$ cat config.mk
export PLATFORM = sky130hd
export DESIGN_NAME = mnist_window_feeder
export DESIGN_NICKNAME = d
export VERILOG_FILES = /design/src/rtl/mnist_pkg.sv /design/src/rtl/line_buffer.sv /design/src/rtl/mnist_window_feeder.sv
export SDC_FILE = /design/constraint.sdc
export NUM_CORES = 1
export LEC_CHECK = 0
export CAP_MARGIN = 0
export CORE_ASPECT_RATIO = 1.25
export CORE_UTILIZATION = 45
export CTS_CLUSTER_SIZE = 24
export DETAILED_ROUTE_END_ITERATION = 12
export PLACE_DENSITY = 0.61
export SETUP_SLACK_MARGIN = 0.05
export SKIP_LAST_GASP = 1
export SYNTH_ARGS = -nofsm -noshare
export SYNTH_HDL_FRONTEND = slang
export SYNTH_SLANG_ARGS = --single-unit
$ cat constraint.sdc
create_clock -name CLK -period 3 [get_ports CLK]
set_input_delay 0.45 -clock CLK [delete_from_list [all_inputs] [get_ports CLK]]
set_output_delay 0.45 -clock CLK [all_outputs]
set_load 0.02 [all_outputs]
$ cat src/rtl/mnist_pkg.sv
// Shared sizes and state encoding for the MNIST window feeder.
package mnist_pkg;

    localparam int unsigned IMG_W    = 28;
    localparam int unsigned IMG_H    = 28;
    localparam int unsigned K        = 5;
    localparam int unsigned PW       = 8;
    localparam int unsigned WIN_BITS = K * K * PW;
    localparam int unsigned POS_W    = 5;
    localparam int unsigned NWIN     = (IMG_W - K + 1) * (IMG_H - K + 1);

    typedef enum logic [1:0] {
        IDLE,
        LOAD,
        WAIT_DONE
    } state_t;

endpackage

$ cat src/rtl/line_buffer.sv
// K-1 previous image rows, one column read and shifted per written pixel.
module line_buffer
    import mnist_pkg::*;
(
    input  logic                  CLK,
    input  logic                  we,
    input  logic [POS_W-1:0]      col,
    input  logic [PW-1:0]         pix,
    output logic [(K-1)*PW-1:0]   taps
);

    // mem[0] is the oldest row (r-4), mem[K-2] the most recent (r-1)
    logic [PW-1:0] mem [0:K-2][0:IMG_W-1];

    // Per-column vertical shift: the incoming pixel becomes the newest row entry
    always_ff @(posedge CLK) begin
        if (we) begin
            for (int j = 0; j < int'(K) - 2; j++) begin
                mem[j][col] <= mem[j+1][col];
            end
            mem[K-2][col] <= pix;
        end
    end

    // Read the prior-row pixels of the current column before the write lands
    always_comb begin
        taps = '0;
        for (int j = 0; j < int'(K) - 1; j++) begin
            taps[j*PW +: PW] = mem[j][col];
        end
    end

endmodule

$ cat src/rtl/mnist_window_feeder.sv
// Turns a raster 28x28 pixel stream into 5x5 windows for simpleCNN.
module mnist_window_feeder
    import mnist_pkg::*;
(
    input  logic                 CLK,
    input  logic                 nRST,
    input  logic                 PIX_VALID,
    input  logic [PW-1:0]        PIX_DATA,
    output logic                 PIX_READY,
    output logic                 CNN_START,
    output logic                 WIN_VALID,
    output logic [POS_W-1:0]     X,
    output logic [POS_W-1:0]     Y,
    output logic [WIN_BITS-1:0]  IMGIN,
    input  logic                 CNN_DONE,
    output logic                 ERR
);

    localparam logic [POS_W-1:0] LAST_K = POS_W'(K - 1);
    localparam logic [POS_W-1:0] LAST_C = POS_W'(IMG_W - 1);
    localparam logic [POS_W-1:0] LAST_R = POS_W'(IMG_H - 1);
    localparam logic [POS_W-1:0] ONE    = POS_W'(1);

    state_t                 state;
    logic [POS_W-1:0]       row;
    logic [POS_W-1:0]       col;
    logic [WIN_BITS-1:0]    win_q;
    logic [WIN_BITS-1:0]    win_d;
    logic [(K-1)*PW-1:0]    taps;
    logic                   accept;
    logic                   emit;

    assign PIX_READY = (state != WAIT_DONE);
    assign accept    = PIX_VALID && PIX_READY;
    assign emit      = accept && (row >= LAST_K) && (col >= LAST_K);

    line_buffer u_line_buffer (
        .CLK  (CLK),
        .we   (accept),
        .col  (col),
        .pix  (PIX_DATA),
        .taps (taps)
    );

    // Window shifted left one column with the new column entering at l=K-1
    always_comb begin
        win_d = win_q;
        for (int k = 0; k < int'(K); k++) begin
            for (int l = 0; l < int'(K) - 1; l++) begin
                win_d[(k*K+l)*PW +: PW] = win_q[(k*K+l+1)*PW +: PW];
            end
            if (k < int'(K) - 1) begin
                win_d[(k*K+K-1)*PW +: PW] = taps[k*PW +: PW];
            end else begin
                win_d[(k*K+K-1)*PW +: PW] = PIX_DATA;
            end
        end
    end

    // Frame FSM, raster counters, window register and registered outputs
    always_ff @(posedge CLK) begin
        if (!nRST) begin
            state     <= IDLE;
            row       <= '0;
            col       <= '0;
            win_q     <= '0;
            CNN_START <= 1'b0;
            WIN_VALID <= 1'b0;
            X         <= '0;
            Y         <= '0;
            IMGIN     <= '0;
            ERR       <= 1'b0;
        end else begin
            CNN_START <= 1'b0;
            WIN_VALID <= 1'b0;
            if (CNN_DONE && (state != WAIT_DONE)) begin
                ERR <= 1'b1;
            end
            case (state)
                IDLE, LOAD: begin
                    if (accept) begin
                        win_q <= win_d;
                        if (emit) begin
                            WIN_VALID <= 1'b1;
                            X         <= row - LAST_K;
                            Y         <= col - LAST_K;
                            IMGIN     <= win_d;
                        end
                        if (state == IDLE) begin
                            CNN_START <= 1'b1;
                            state     <= LOAD;
                        end
                        if (col == LAST_C) begin
                            col <= '0;
                            if (row == LAST_R) begin
                                row   <= '0;
                                state <= WAIT_DONE;
                            end else begin
                                row <= row + ONE;
                            end
                        end else begin
                            col <= col + ONE;
                        end
                    end
                end
                WAIT_DONE: begin
                    if (CNN_DONE) begin
                        state <= IDLE;
                        row   <= '0;
                        col   <= '0;
                    end
                end
                default: begin
                    state <= IDLE;
                end
            endcase
        end
    end

endmodule

==> impl_metrics.py <==
metrics = {
    "timing": {
        "worst_pin_slew_ns": 1.006,
        "slew_headroom_pct": 32.96,
        "finalCriticalPeriod_ns": 2.814,
        "final.period_utilization_pct": 93.80,
        "fmax_mhz": 355.4,
        "skew_ns": 0.02350,
        "hold_viol_final": 0,
        "finalSetupTns_ns": 0,
        "setup_viol": 0,
        "rsz0062_at_grt": "false",
        "maxSlewViolCount": 0,
    },
    "logic_synthesis": {
        "synth.avg_cell_area_um2": 13.86,
        "ys_async_sr_fraction_pct": 0,
        "yosysWarnings": 0,
        "synth_flop_cell": "edfxtp_1",
        "ys_seq_area_share_pct": 72.10,
        "syn_area_mm2": 0.04801,
        "ys_seq_elements": 1281,
        "synth_cells": 3463,
        "syn_nets": 3489,
        "synth_cell_types": 54,
        "synth-edff-count": 896,
    },
    "worst_setup_path": {
        "worst-r2r-setup-slack_ns": 0.19,
        "r2r_cells": 7,
        "crit_type": "flip-flop to flip-flop",
        "cp-start-kind": "flip-flop",
        "r2r-end": "u_line_buffer.mem[1][195]$_DFFE_PP_",
        "reg2reg_from": "col[2]$_SDFFE_PN0P_",
        "crit_fanout": 28,
        "crit_arrival_ns": 3.37,
        "end_kind": "flip-flop",
        "cp_data_required_time_ns": 3.56,
    },
    "min_path": {
        "hp-start": "nRST",
        "hold_depth": 3,
        "holdPathEnd": "row[1]$_SDFFE_PN0P_",
        "worstHoldPathType": "primary input to flip-flop",
    },
    "clocking": {
        "cts_resized": 0,
        "clk_pin_slew_ns": 0.07,
        "clkSinkCount": 1281,
        "clock_path_buffers": 3,
        "htreeDepth": 3,
        "hold_buffers": 0,
        "cts_tree": "yes",
        "cts_setup_buffers": 0,
        "cts_buffers": 117,
        "clockRootBuffer": "clkbuf_16",
        "clkLatencyLatePin_ns": 0.73,
    },
    "cells_and_area": {
        "layout-drive-gt1-share_pct": 13.45,
        "synthToLayoutAreaGrowth_pct": 19.72,
        "instances_no_fill": 5297,
        "num_antenna_cells": 0,
        "fin_util_pct": 54.48,
        "layout_commonest_cell": "edfxtp_1",
        "fin_nets": 3803,
        "final_cell_mix": "edfxtp_1, nand2_1, dfxtp_1",
        "nFillCells": 8752,
        "fin_area_mm2": 0.05748,
        "multi_input_area_mm2": 0.01244,
        "seqCellArea_mm2": 0.03462,
    },
    "flow_run": {
        "maxCapViolations": 0,
    },
    "floorplan": {
        "die_x_um": 294.1,
        "die_area_mm2": 0.1080,
        "die_h_um": 367.2,
        "start_util_pct": 45.50,
        "pin_count": 226,
        "rows": 133,
        "core_region_area_mm2": 0.1055,
    },
    "global_routing": {
        "grt_max_degree": 102,
        "antenna_found_initial": 1,
        "grt_use_total_pct": 23.61,
        "grt_pass1_wl_mm": 187.7,
        "grt-ovfl-total": 0,
        "grt_pass1_vias": 28250,
    },
    "pwr": {
        "ir_drop_mv": 0.4861,
        "p_total_w": 0.03732,
        "pwr_density_cell_mw_per_mm2": 649.3,
        "p_leak_nw": 18.19,
    },
    "drt": {
        "drt_pass1_iterations": 5,
        "wl_per_cell_um": 24.24,
        "routed_via_density": 5.515,
        "drt_iter0_markers": 2454,
        "drtAntennaViolNets": 0,
        "via_count": 29210,
        "drc": 0,
        "routed_wl_mm": 128.4,
    },
    "placed_design": {
        "hpwl_mm": 79.29,
        "gp_congestion": 0.7985,
        "dp.cells": 5075,
        "portBuffers": 225,
        "placed_area_mm2": 0.05361,
    },
    "run_status": {
        "outcome": "complete, no violations",
    },
}
worst max path at each step:
stage,endpoint,startpoint
2_1_floorplan,u_line_buffer.mem[0][152]$_DFFE_PP_,col[1]$_SDFFE_PN0P_
3_3_place_gp,u_line_buffer.mem[1][147]$_DFFE_PP_,col[2]$_SDFFE_PN0P_
3_5_place_dp,u_line_buffer.mem[1][131]$_DFFE_PP_,col[2]$_SDFFE_PN0P_
4_1_cts,u_line_buffer.mem[1][203]$_DFFE_PP_,col[2]$_SDFFE_PN0P_
5_1_grt,IMGIN[135]$_SDFFE_PN0P_,row[0]$_SDFFE_PN0P_
6_report,u_line_buffer.mem[1][195]$_DFFE_PP_,col[2]$_SDFFE_PN0P_
synthesized netlist by cell type, drive strengths merged (4+ instances only):
cell type / number / area share (%)
a211o: 6 / 0.11
and4: 22 / 0.48
o21ai: 66 / 0.69
a31oi: 25 / 0.33
nor2: 90 / 0.71
inv: 31 / 0.24
a22oi: 73 / 1.1
xnor2: 8 / 0.15
o21ba: 4 / 0.083
a21oi: 371 / 4.0
nor3: 4 / 0.065
o22ai: 82 / 1.1
clkbuf: 100 / 0.78
nand4bb: 4 / 0.10
buf: 126 / 1.5
nand3: 46 / 0.48
dfxtp: 385 / 16
nand2: 659 / 5.2
nand2b: 5 / 0.065
nor2b: 7 / 0.091
a2111oi: 4 / 0.11
mux2i: 347 / 7.2
a211oi: 8 / 0.13
ha: 14 / 0.36
mux4: 48 / 2.3
edfxtp: 896 / 56
worst max-delay path, stage by stage (launching register included):
cell and delay, ns:
dfxtp_1 0.69, or4b_4 0.77, buf_4 0.26, o22ai_1 0.18
nor2_1 0.07, and4_4 0.21, inv_1 0.20, buf_12 0.22
routing by layer:
layer  global-route usage (%)  part of all wire, %  routed length, um  up-vias
met3                    3.147                  5.9               7513      186
met4                    7.762                  2.8               3546        0
li1                         -                    -                  -    13400
met5                        0                    0                  0        -
met1                    31.10                   42              53380    14670
met2                    40.15                   50              63940      957
where the power goes:
group          total [W]  leakage (nW)  internal, W  switching, W
Combinational    0.00276          5.06     0.000981       0.00178
Sequential        0.0196          11.2       0.0195      0.000120
Clock             0.0149          1.94      0.00842       0.00651
Total             0.0373          18.2       0.0289       0.00841
registers in the layout (all words and copies together) (netlist names), 2 cells and up:
| signal | count |
|---|---|
| col | 5 |
| IMGIN | 200 |
| state | 2 |
| u_line_buffer.mem | 896 |
| win_q | 160 |
| Y | 5 |
| row | 5 |
| X | 5 |
cell type report:
type                       instances  share of cell area, %
timing repair buffer             421                  8.081
multi-input combinational       1925                  21.65
clock inverter                    55                 0.8795
inverter                          31                 0.2155
sequential                      1281                  60.24
tap                             1417                  3.085
clock buffer                     167                  5.852
through the flow:
step,hold slack [ns],worst slack [ns]
after floorplan,0.4161,-0.2216
after global placement,0.4370,0.2650
after detailed placement,0.4423,0.2483
after CTS,0.1994,0.2242
after global routing,0.2697,0.1153
final,0.2261,0.1859
logic make-up after synthesis:
logic type	share of synthesized area [%]
flops	72.10
fa+ha+maj	0.3649
compound gates	7.795
mux	9.557
simple gates	7.477
buf+inv	2.525
xor+xnor	0.1824
Power figures use the tool's default switching activity.
